===== src/rtl/mod_addsub_seq_if.sv =====
// Request/response bundle for the limb-serial modular adder/subtractor.
interface mod_addsub_seq_if #(
  parameter int unsigned LIMBS = 4,
  parameter int unsigned W     = 64
);
  logic                 start;
  logic                 op;
  logic [LIMBS*W-1:0]   a;
  logic [LIMBS*W-1:0]   b;
  logic [LIMBS*W-1:0]   p;
  logic                 busy;
  logic                 done;
  logic [LIMBS*W-1:0]   result;

  modport master (output start, op, a, b, p, input busy, done, result);
  modport slave  (input start, op, a, b, p, output busy, done, result);
endinterface


===== src/rtl/mod_addsub_seq.sv =====
// Limb-serial (a +/- b) mod p: one W-bit adder and one W-bit subtractor are
// shared across a raw pass (s = a +/- b) and a correction pass (t = s -/+ p).
module mod_addsub_seq #(
  parameter int unsigned LIMBS = 4,
  parameter int unsigned W     = 64
) (
  input  logic              clk,
  input  logic              rst,
  mod_addsub_seq_if.slave   bus
);
  localparam int unsigned CW = (LIMBS > 1) ? $clog2(LIMBS) : 1;

  typedef enum logic [1:0] {IDLE, PASS1, PASS2, FIN} state_t;
  typedef logic [LIMBS-1:0][W-1:0] vec_t;

  state_t        state_q, state_d;
  logic [CW-1:0] cnt_q, cnt_d;
  logic          c_q, c_d;
  logic          f1_q, f1_d;
  logic          op_q, op_d;
  vec_t          a_q, a_d, b_q, b_d, p_q, p_d;
  vec_t          s_q, s_d, t_q, t_d, res_q, res_d;

  logic          last_limb;
  logic          use_sub;
  logic [W-1:0]  x_limb, y_limb;
  logic [W:0]    add_r, sub_r, limb_r;

  // Shared limb datapath: PASS1 works on (a, b), PASS2 on (s, p) with the
  // opposite primitive; bit W of limb_r is the carry/borrow out.
  always_comb begin
    last_limb = (cnt_q == CW'(LIMBS - 1));
    use_sub   = (state_q == PASS1) ? op_q : ~op_q;
    x_limb    = (state_q == PASS1) ? a_q[cnt_q] : s_q[cnt_q];
    y_limb    = (state_q == PASS1) ? b_q[cnt_q] : p_q[cnt_q];
    add_r     = {1'b0, x_limb} + {1'b0, y_limb} + {{W{1'b0}}, c_q};
    sub_r     = {1'b0, x_limb} - {1'b0, y_limb} - {{W{1'b0}}, c_q};
    limb_r    = use_sub ? sub_r : add_r;
  end

  always_ff @(posedge clk) begin
    if (rst) begin
      state_q <= IDLE;
      cnt_q   <= '0;
      c_q     <= 1'b0;
      f1_q    <= 1'b0;
      op_q    <= 1'b0;
      a_q     <= '0;
      b_q     <= '0;
      p_q     <= '0;
      s_q     <= '0;
      t_q     <= '0;
      res_q   <= '0;
    end else begin
      state_q <= state_d;
      cnt_q   <= cnt_d;
      c_q     <= c_d;
      f1_q    <= f1_d;
      op_q    <= op_d;
      a_q     <= a_d;
      b_q     <= b_d;
      p_q     <= p_d;
      s_q     <= s_d;
      t_q     <= t_d;
      res_q   <= res_d;
    end
  end

  always_comb begin
    state_d = state_q;
    cnt_d   = cnt_q;
    c_d     = c_q;
    f1_d    = f1_q;
    op_d    = op_q;
    a_d     = a_q;
    b_d     = b_q;
    p_d     = p_q;
    s_d     = s_q;
    t_d     = t_q;
    res_d   = res_q;
    case (state_q)
      IDLE: begin
        if (bus.start) begin
          op_d    = bus.op;
          a_d     = bus.a;
          b_d     = bus.b;
          p_d     = bus.p;
          cnt_d   = '0;
          c_d     = 1'b0;
          state_d = PASS1;
        end
      end
      PASS1: begin
        s_d[cnt_q] = limb_r[W-1:0];
        c_d        = limb_r[W];
        cnt_d      = cnt_q + CW'(1);
        if (last_limb) begin
          f1_d    = limb_r[W];
          c_d     = 1'b0;
          cnt_d   = '0;
          state_d = PASS2;
        end
      end
      PASS2: begin
        t_d[cnt_q] = limb_r[W-1:0];
        c_d        = limb_r[W];
        cnt_d      = cnt_q + CW'(1);
        if (last_limb) begin
          c_d     = 1'b0;
          cnt_d   = '0;
          // The final flag of this pass (f2) is consumed directly here, so the
          // selected result is registered on entry to FIN and valid with done.
          if (op_q ? f1_q : (f1_q | ~limb_r[W]))
            res_d = t_d;
          else
            res_d = s_q;
          state_d = FIN;
        end
      end
      FIN:     state_d = IDLE;
      default: state_d = IDLE;
    endcase
  end

  always_comb begin
    bus.busy   = (state_q != IDLE);
    bus.done   = (state_q == FIN);
    bus.result = res_q;
  end
endmodule


===== src/flat_wrapper.sv =====
// flat-port wrapper written by rule: the top's interface ports become plain ports
module mod_addsub_seq_flat 
#(
  parameter int unsigned LIMBS = 4,
  parameter int unsigned W     = 64
)
  (clk, rst, bus_start, bus_op, bus_a, bus_b, bus_p, bus_busy, bus_done, bus_result);
  mod_addsub_seq_if #(.LIMBS(LIMBS), .W(W)) bus_i ();
  input  logic clk;
  input  logic rst;
  input wire logic [$bits(bus_i.start)-1:0] bus_start;
  input wire logic [$bits(bus_i.op)-1:0] bus_op;
  input wire logic [$bits(bus_i.a)-1:0] bus_a;
  input wire logic [$bits(bus_i.b)-1:0] bus_b;
  input wire logic [$bits(bus_i.p)-1:0] bus_p;
  output wire logic [$bits(bus_i.busy)-1:0] bus_busy;
  output wire logic [$bits(bus_i.done)-1:0] bus_done;
  output wire logic [$bits(bus_i.result)-1:0] bus_result;
  assign bus_i.start = bus_start;
  assign bus_i.op = bus_op;
  assign bus_i.a = bus_a;
  assign bus_i.b = bus_b;
  assign bus_i.p = bus_p;
  assign bus_busy = bus_i.busy;
  assign bus_done = bus_i.done;
  assign bus_result = bus_i.result;
  mod_addsub_seq #(.LIMBS(LIMBS), .W(W)) u_core (.clk(clk), .rst(rst), .bus(bus_i));
endmodule

===== config.mk =====
export PLATFORM = sky130hd
export DESIGN_NAME = mod_addsub_seq_flat
export DESIGN_NICKNAME = d
export VERILOG_FILES = /design/src/rtl/mod_addsub_seq_if.sv /design/src/rtl/mod_addsub_seq.sv /design/src/flat_wrapper.sv
export SDC_FILE = /design/constraint.sdc
export NUM_CORES = 2
export LEC_CHECK = 0
export ABC_AREA = 0
export CAP_MARGIN = 10
export CORE_AREA = 4 4 393 395
export CTS_CLUSTER_SIZE = 30
export DETAILED_ROUTE_END_ITERATION = 10
export DIE_AREA = 0 0 397 399
export PLACE_DENSITY = 0.72
export SLEW_MARGIN = 25
export SYNTH_ARGS = -nofsm -noshare
export SYNTH_HDL_FRONTEND = slang
export SYNTH_SLANG_ARGS = --single-unit

===== constraint.sdc =====
create_clock -name clk -period 7.5 [get_ports clk]
set_input_delay 0.75 -clock clk [delete_from_list [all_inputs] [get_ports clk]]
set_output_delay 0.75 -clock clk [all_outputs]
set_load 0.02 [all_outputs]

==> impl_results.md <==
- Max Fanout on Critical Path: 33
- Max incr delay on CP: 0.92 ns
- DRC Markers: 0
- Startpoint Class: register
- NumNets Final: 10.5k
- Max-Cap Viols: 0
- Seq cells post-synth: 1479
- Hold buffers post-CTS: 0
- Setup tns final: 0 ns
- Vias: 71.2k
- Final Hold Vio Count: 0
- Syn. warnings: 0
- Reg2Reg Depth: 20
- Design Power: 0.0467 W
- Vert. Die Dim: 399 µm
- Register area share after synthesis: 0.409
- Leakage: 33.1 nW
- Worst-skew pair later-pin latency: 0.79 ns
- Syn Area/Cell: 8.18 µm²
- # setup viols final: 0
- Crit-path slowest cell: dfxtp_4
- Endpoint class of the critical path: register
- Fraction of layout cells with a size suffix above 1: 0.0912
- Yosys cell types: 93
- Reg-to-reg setup timing slack: 0.08 ns
- Worst reg2reg startpoint: u_core.cnt_q[0]
- First-pass DRT Iterations: 8
- Mapped Area: 72400 µm²
- CTS tree: done
- I/O Buffers: 1029
- CP bufs+invs: 5
- Wire length per cell: 26.6 µm
- Die ar.: 158000 µm²
- Root Driver: clkbuf_16
- P&R area growth vs syn: 24.3%
- Largest net degree at the start of global routing: 224
- Largest delay contributor family on the critical path: simple AND/OR/NAND/NOR gates
- Clock Tree Buf Depth: 3
- Arr. time, crit path: 8.10 ns
- Worst-path clk slew: 0.06 ns
- CTS resizes: 0
- Yosys top cell area share: 0.409
- Final worst slack: 0.0793 ns
- First-pass GRT wire length: 445000 µm
- EDFF count, synth: 0
- Syn nets: 9816
- Count leader, synth: nand2_1
- Hold crit path type: in -> reg
- RSZ-0062 raised after global routing: no
- Crit Path Category: reg -> reg
- Post-DR vias/cell: 6.08
- Final Cycle Share: 0.989
- H-Tree Depth: 4
- Slew Viols, Final: 0
- Fin util: 0.595
- Core area: 151000 µm²
- Main synth FF type: dfxtp_1
- Hold Path Cell Cnt: 2
- Sink Count: 1479
- Fmax: 135 MHz
- GRT Residual Overflow: 0
- Number of DRC markers in iteration 0: 8778
- PwrDens: 519 nW/µm²
- Overall routing resource usage: 0.375
- GP Congestion: 1.04
- Status: complete, no violations
- Initial antenna violation count: 67
- Vias in the first global route: 67.3k
- Post-synth top cells: nand2_1 (2343), dfxtp_1 (1479), a21oi_1 (1240)
- Final ANT Viol Nets: 0
- Top Ports: 1030
- Die X: 397 µm
- Hold Startpoint: rst
- Synth area leaders: dfxtp_1 (41%), nand2_1 (12%), a21oi_1 (8.6%)
- HPWL after DPL: 228000 µm
- Max rail drop VDD: 0.589 mV
- Pre-CTS setup slack: 0.321 ns
- Post-CTS repair timing setup buffer count: 0
- FP Rows: 143
- Sink of the worst hold path: u_core.s_q[232]
- Final min period: 7.42 ns
- RR Endpoint: u_core.bus.result[90]
- Total Wirelength: 312000 µm
- CP Cell Sequence: buf_12 -> mux4_2 -> mux2i_1 -> buf_4 -> ha_1 -> inv_1 -> ha_1 -> nand2_1 -> or3_1 -> nor3_1 -> a32o_1 -> a21oi_1 -> nor4bb_1 -> or3_1 -> o31a_4 -> nor2_8 -> buf_12 -> buf_4 -> a211oi_1 -> o32ai_1
- Cts bufs inserted: 155
- Relative slew slack: 0.262
- Cell taking the most area after synthesis: dfxtp_1
- Asr flop ratio synth: 0
- Synthesized instance count: 8845
- Initial Util: 0.479
- Worst slew pin tran: 1.10 ns
- Worst path required time: 8.18 ns
- Worst Skew: 0.0516 ns
-- cell type report --
type	instances	area, µm²
fill	13300	61300
multi-input combinational	6379	39100
sequential	1479	29600
timing repair buffer	1255	12500
clock buffer	232	4550
tap	2030	2540
inverter	234	881
clock inverter	50	644
antenna	50	125
-- worst max-delay path by stage --
stage                                from                      to  slack, ns  cells after the start
after detailed placement  u_core.cnt_q[0]   u_core.bus.result[90]       0.32                     20
after global routing      u_core.cnt_q[0]   u_core.bus.result[52]       0.02                     18
final                     u_core.cnt_q[0]   u_core.bus.result[90]       0.08                     20
after floorplan           u_core.cnt_q[1]  u_core.bus.result[187]       1.62                     24
after CTS                 u_core.cnt_q[0]   u_core.bus.result[90]       0.29                     20
after global placement    u_core.cnt_q[0]   u_core.bus.result[89]       0.44                     20
-- state kept, by name, summed over array words and instances (netlist names), 2 cells and up --
| signal | cells |
|---|---|
| u_core.a_q | 256 |
| u_core.b_q | 256 |
| u_core.bus.result | 256 |
| u_core.cnt_q | 2 |
| u_core.p_q | 256 |
| u_core.s_q | 256 |
| u_core.state_q | 2 |
| u_core.t_q | 192 |
-- kinds of logic after synthesis --
kind of cell	share of synthesized area
AO/OA/AOI/OAI	0.191
XOR/XNOR	0.0114
adder cells (fa/ha/maj)	0.0348
buffers and inverters	0.0535
flip-flops	0.409
multiplexers	0.117
AND/OR/NAND/NOR	0.183
-- worst reg2reg max path, cell delays in order, from the launching register on --
cell and delay (ns):
dfxtp_4 0.92, buf_12 0.33, mux4_2 0.64, mux2i_1 0.46, buf_4 0.25, ha_1 0.31, inv_1 0.13, ha_1 0.44
nand2_1 0.15, or3_1 0.41, nor3_1 0.57, a32o_1 0.27, a21oi_1 0.12, nor4bb_1 0.23, or3_1 0.46, o31a_4 0.35
nor2_8 0.45, buf_12 0.28, buf_4 0.19, a211oi_1 0.05, o32ai_1 0.31
-- cell usage in the layout, fill, tap and decap left out, types with 72 or more instances in the layout --
cell type / count
a211oi_1: 260
nand2_1: 2336
dfxtp_1: 1477
nand3_1: 108
o21ai_0: 306
mux4_2: 256
a31oi_1: 81
mux2i_1: 188
inv_1: 227
clkdlybuf4s50_1: 1028
xnor2_1: 73
mux2_2: 72
buf_4: 185
nor2_1: 425
ha_1: 190
clkbuf_16: 157
a21oi_1: 1240
-- through the flow --
step | cells | instance area, µm² | hold slack (ns)
finish | 11700 | 89900 | 0.376
global route | 11700 | 89900 | 0.367
CTS | 11700 | 89800 | 0.336
detailed placement | 11400 | 84600 | 0.442
global placement | 11400 | 84600 | 0.438
floorplan | 8845 | 72400 | 0.432
-- per-layer routing --
| metal | routed length, µm | vias to the layer above | share of wire | global-route usage |
|---|---|---|---|---|
| met2 | 137000 | 4053 | 0.44 | 0.573 |
| li1 | - | 32000 | - | - |
| met3 | 31600 | 837 | 0.10 | 0.0888 |
| met5 | 79 | - | 0.00025 | 0 |
| met1 | 119000 | 34300 | 0.38 | 0.473 |
| met4 | 24000 | 12 | 0.077 | 0.247 |
-- where the power goes --
part           internal (W)  switching [W]
clock               0.00448        0.00337
combinational       0.00961         0.0194
sequential          0.00899       0.000776
No activity file was read; power rests on OpenSTA's default activity.
